==> src/rtl/ov7725_config_sequencer.sv <==
// Walks the OV7725 register table and issues one SCCB write per entry,
// with a power-up wait, bounded NACK retries and an idle gap between writes.
module ov7725_config_sequencer #(
  parameter int          LUT_FIRST = 3,
  parameter int          LUT_LAST  = 5,
  parameter logic [7:0]  DEV_ADDR  = 8'h42,
  parameter logic [19:0] PWR_DLY   = 20'd1000000,
  parameter logic [19:0] GAP_DLY   = 20'd2000,
  parameter int          MAX_RETRY = 3
) (
  input  logic        clk,
  input  logic        rst,
  input  logic        start_cfg,
  output logic [7:0]  lut_index,
  input  logic [15:0] lut_data,
  output logic        i2c_req,
  output logic [7:0]  i2c_dev_addr,
  output logic [7:0]  i2c_reg_addr,
  output logic [7:0]  i2c_wr_data,
  input  logic        i2c_done,
  input  logic        i2c_nack,
  output logic        cfg_busy,
  output logic        cfg_done,
  output logic        cfg_err,
  output logic [7:0]  cfg_count
);

  localparam int RW = ($clog2(MAX_RETRY + 1) < 2) ? 2 : $clog2(MAX_RETRY + 1);
  localparam logic [RW-1:0] RETRY_MAX = RW'(MAX_RETRY);
  localparam logic [7:0]    IDX_FIRST = 8'(LUT_FIRST);
  localparam logic [7:0]    IDX_LAST  = 8'(LUT_LAST);
  // Terminal counts for the shared delay counter; a zero delay still takes one cycle.
  localparam logic [19:0]   PWR_END   = (PWR_DLY == 20'd0) ? 20'd0 : PWR_DLY - 20'd1;
  localparam logic [19:0]   GAP_END   = (GAP_DLY == 20'd0) ? 20'd0 : GAP_DLY - 20'd1;

  typedef enum logic [2:0] {PWR_WAIT, LOAD, WRITE, GAP, DONE, ERROR} state_t;

  state_t        state;
  logic [19:0]   dly_cnt;
  logic [RW-1:0] retry;
  logic          nacked;

  assign i2c_dev_addr = DEV_ADDR;

  always_ff @(posedge clk) begin
    if (rst) begin
      state        <= PWR_WAIT;
      dly_cnt      <= '0;
      retry        <= '0;
      nacked       <= 1'b0;
      lut_index    <= IDX_FIRST;
      i2c_req      <= 1'b0;
      i2c_reg_addr <= '0;
      i2c_wr_data  <= '0;
      cfg_busy     <= 1'b0;
      cfg_done     <= 1'b0;
      cfg_err      <= 1'b0;
      cfg_count    <= '0;
    end else begin
      case (state)
        PWR_WAIT: begin
          cfg_busy <= 1'b1;
          if (dly_cnt >= PWR_END) begin
            dly_cnt   <= '0;
            lut_index <= IDX_FIRST;
            state     <= LOAD;
          end else begin
            dly_cnt <= dly_cnt + 20'd1;
          end
        end
        LOAD: begin
          i2c_reg_addr <= lut_data[15:8];
          i2c_wr_data  <= lut_data[7:0];
          i2c_req      <= 1'b1;
          state        <= WRITE;
        end
        WRITE: begin
          if (i2c_done) begin
            i2c_req <= 1'b0;
            if (!i2c_nack) begin
              if (cfg_count != 8'hff) cfg_count <= cfg_count + 8'd1;
              retry  <= '0;
              nacked <= 1'b0;
              state  <= GAP;
            end else if (retry < RETRY_MAX) begin
              retry  <= retry + 1'b1;
              nacked <= 1'b1;
              state  <= GAP;
            end else begin
              cfg_busy <= 1'b0;
              cfg_err  <= 1'b1;
              state    <= ERROR;
            end
          end
        end
        GAP: begin
          if (dly_cnt >= GAP_END) begin
            dly_cnt <= '0;
            // A retry skips LOAD: address and data are still held from the first attempt.
            if (nacked) begin
              i2c_req <= 1'b1;
              state   <= WRITE;
            end else if (lut_index == IDX_LAST) begin
              cfg_busy <= 1'b0;
              cfg_done <= 1'b1;
              state    <= DONE;
            end else begin
              if (lut_index != 8'hff) lut_index <= lut_index + 8'd1;
              state <= LOAD;
            end
          end else begin
            dly_cnt <= dly_cnt + 20'd1;
          end
        end
        DONE, ERROR: begin
          if (start_cfg) begin
            cfg_done  <= 1'b0;
            cfg_err   <= 1'b0;
            cfg_count <= '0;
            retry     <= '0;
            nacked    <= 1'b0;
            dly_cnt   <= '0;
            lut_index <= IDX_FIRST;
            cfg_busy  <= 1'b1;
            state     <= LOAD;
          end
        end
        default: state <= PWR_WAIT;
      endcase
    end
  end

endmodule

==> config.mk <==
export PLATFORM = sky130hd
export DESIGN_NAME = ov7725_config_sequencer
export DESIGN_NICKNAME = d
export VERILOG_FILES = /design/src/rtl/ov7725_config_sequencer.sv
export SDC_FILE = /design/constraint.sdc
export NUM_CORES = 1
export LEC_CHECK = 0
export BUFFER_PORTS_ARGS = -buffer_cell sky130_fd_sc_hd__buf_2
export CAP_MARGIN = 20
export CORE_MARGIN = 2
export CORE_UTILIZATION = 55
export CTS_CLUSTER_SIZE = 30
export DETAILED_ROUTE_END_ITERATION = 8
export HOLD_SLACK_MARGIN = 0.02
export PLACE_DENSITY = 0.85
export SKIP_CTS_REPAIR_TIMING = 1
export SYNTH_ARGS = -nofsm -noshare
export SYNTH_HDL_FRONTEND = slang
export SYNTH_SLANG_ARGS = --single-unit
export TNS_END_PERCENT = 30
==> constraint.sdc <==
create_clock -name clk -period 2.58 [get_ports clk]
set_clock_uncertainty 0.05 [all_clocks]
set_input_delay 0.387 -clock clk [delete_from_list [all_inputs] [get_ports clk]]
set_output_delay 0.387 -clock clk [all_outputs]
set_load 0.005 [all_outputs]
==> key figures <==
Outcome
  • Status: finished, final reports clean

Layout
  • Fin nets: 452
  • Layout cell share with drive strength beyond 1: 0.209
  • Diode count: 0
  • Layout Cells excl Fill: 503
  • Post-layout instance area: 3620 sq um
  • P&R area growth vs syn: 15.6%
  • Post-layout util: 0.657

Timing
  • Final WS setup: 0.258 ns
  • Minimum clock period: 2.32 ns
  • Endpoints failing setup: 0
  • Worst-margin pin slew: 0.818 ns
  • Final slew viol count: 0
  • Tcrit/Tclk final: 0.900
  • Setup TNS: 0 ns
  • RSZ-0062 raised after global routing: no
  • Final Hold Fails: 0
  • Relative slew slack: 0.455
  • Hold Slack: 0.232 ns
  • FMAX: 431 MHz

Floorplan
  • Initial Util: 0.568
  • Die height: 79.4 um
  • IO Pins: 65
  • Chip width: 79.4 um
  • Row cnt: 27
  • Core box area: 5510 sq um
  • Die Area: 6310 sq um

Clocking
  • Clock tree buffer depth: 2
  • CTS H-Tree Depth: 3
  • Worst-Skew Late Latency: 0.34 ns
  • CTS tree: yes
  • CTS Buf Count: 9
  • Clock slew at reported path FFs: 0.07 ns
  • Clk sinks: 62
  • CTS root buffer: clkbuf_8

Critical path
  • Crit. Startpoint: dly_cnt[0]$_SDFFE_PP0P_
  • Reg-to-Reg End: dly_cnt[0]$_SDFFE_PP0P_
  • R2R setup slack: 0.26 ns
  • Register-to-Register Path Depth: 6
  • Critical path class: register to register
  • Worst path required time: 2.71 ns
  • CP Launch Type: register
  • Crit path max fanout: 20
  • WP data arrival: 2.46 ns
  • Worst setup EP type: register
  • Worst R2R Start: dly_cnt[0]$_SDFFE_PP0P_

Synthesis
  • Post-synthesis xor/xnor area fraction: 0.0700
  • Synth Register Bits: 62
  • Post-synth EDFFs: 0
  • Multiplexer area fraction after synthesis: 0.00960
  • Syn Inst Count: 374
  • Synth cell types: 60
  • Seq/Total Area, Yosys: 0.397
  • Area leader, netlist: dfxtp_1
  • Largest family of logic cells by synthesized area: simple AND/OR/NAND/NOR gates
  • Compound-Gate Fraction of Synth Area: 0.181
  • Most frequent cell after synthesis: dfxtp_1
  • Mapped Area: 3130 sq um
  • Synth area leaders: dfxtp_1 (40%), nand2_1 (6.0%), nor2_1 (5.3%), xnor2_1 (5.0%), a21oi_1 (3.8%)
  • Top FF cell, synth: dfxtp_1
  • Synth cell count leaders: dfxtp_1 (62), nand2_1 (50), nor2_1 (44)
  • Synth Area in Simple Gates: 0.260
  • Adder-Cell Fraction of Synth Area: 0.0200
  • Ys async rst share: 0
  • Synth top area share: 0.397
  • Mapped Avg Cell Area: 8.36 sq um
  • Ys Warns: 0

Power
  • Overall Power: 3.17 mW
  • Pwr Density: 876 nW/um^2
  • Worst vdd ir: 0.662 mV
  • Leakage: 1.42 nW

Drt
  • Total wire length: 6950 um
  • Initial drt markers: 163
  • Residual DRC count: 0
  • DR vias: 2869
  • Routed WL per cell: 13.8 um
  • Via density: 5.70
  • First-pass DRT Iterations: 4
  • Post-DRT Antenna Nets: 0

GRT
  • Total global routing overflow: 0
  • Vias in the first global route: 2660
  • Initial antenna violation count: 0
  • First-pass GRT wire length: 11700 um
  • Gr usage total: 0.232
  • Largest net degree at the start of global routing: 31

Placed design
  • Hpwl dp: 5000 um
  • Worst slack, placed: 0.255 ns
  • Placed insts: 487
  • DP Area: 3390 sq um
  • Port Buffers: 56
  • Routability cong.: 0.863

Flow run
  • Number of max-cap violations: 0

Worst hold path
  • Worst min path class: primary input to register
  • Hold depth: 3
  • Min-Delay Startpoint: lut_data[7]
  • Hold EP: i2c_wr_data[7]$_SDFFE_PP0P_
==> layout by cell type (no fill, tap or decap), types with 6 or more instances in the layout <==
cell type / n
clkbuf_8: 10
nand2_1: 50
xnor2_1: 18
conb_1: 8
nand4_1: 6
xor2_1: 7
nor4_1: 10
buf_2: 56
nor2_1: 44
nand3_1: 15
dfxtp_1: 62
o31ai_1: 7
inv_1: 10
a21oi_1: 24
nor3_1: 9
and3_1: 7
==> kinds of logic (layout without fill, tap and decap cells) <==
kind of cell | Yosys count | in the layout
AOI/OAI and AO/OA | 77 | 77
other | 2 | 8
and+or+nand+nor | 166 | 166
DFF | 62 | 62
buffers and inverters | 34 | 85
adders and majority gates | 5 | 5
muxes | 3 | 3
xor gates and xnor gates | 25 | 25
==> power breakdown <==
| part | switching, mW | leakage (nW) | total [mW] | internal (mW) |
|---|---|---|---|---|
| sequential | 0.132 | 0.503 | 1.21 | 1.07 |
| clock | 0.378 | 0.113 | 0.950 | 0.572 |
| combinational | 0.634 | 0.807 | 1.01 | 0.380 |
==> worst max-delay path by stage <==
stage / end / slack (ns) / depth (start not counted)
after floorplan: dly_cnt[9]$_SDFFE_PP0P_ / 0.69 / 7
after detailed placement: dly_cnt[13]$_SDFFE_PP0P_ / 0.26 / 6
final: dly_cnt[0]$_SDFFE_PP0P_ / 0.26 / 6
after global routing: dly_cnt[3]$_SDFFE_PP0P_ / 0.07 / 6
after CTS: dly_cnt[4]$_SDFFE_PP0P_ / 0.24 / 6
after global placement: dly_cnt[8]$_SDFFE_PP0P_ / 0.37 / 6
==> final cells by class <==
class | count | area, sq um
Fill cell | 473 | 1890
Multi-Input combinational cell | 284 | 1720
Sequential cell | 62 | 1240
Timing Repair Buffer | 59 | 303
Clock buffer | 11 | 141
Tap cell | 72 | 90.1
Clock inverter | 5 | 82.6
Inverter | 10 | 37.5
==> layer usage <==
layer	GRT usage	vias up	part of all wire
met5	0	-	0
met4	0.129	0	0.022
met3	0.0498	15	0.049
met2	0.384	93	0.48
met1	0.278	1327	0.45
li1	-	1434	-
==> flip-flops by register name, indices dropped and copies added (netlist names) <==
| name | cells |
|---|---|
| i2c_req | 1 |
| cfg_err | 1 |
| cfg_busy | 1 |
| nacked | 1 |
| i2c_wr_data | 8 |
| cfg_count | 8 |
| cfg_done | 1 |
| dly_cnt | 20 |
| retry | 2 |
| state | 3 |
| i2c_reg_addr | 8 |
| lut_index | 8 |
==> critical path, stage by stage (launching register included) <==
cell	delay, ns
dfxtp_1	0.40
ha_1	0.22
nand3_2	0.19
o2111ai_1	0.34
a2111oi_4	0.17
o21ai_2	0.69
nor2_1	0.12
No activity file was read; power rests on OpenSTA's default activity.
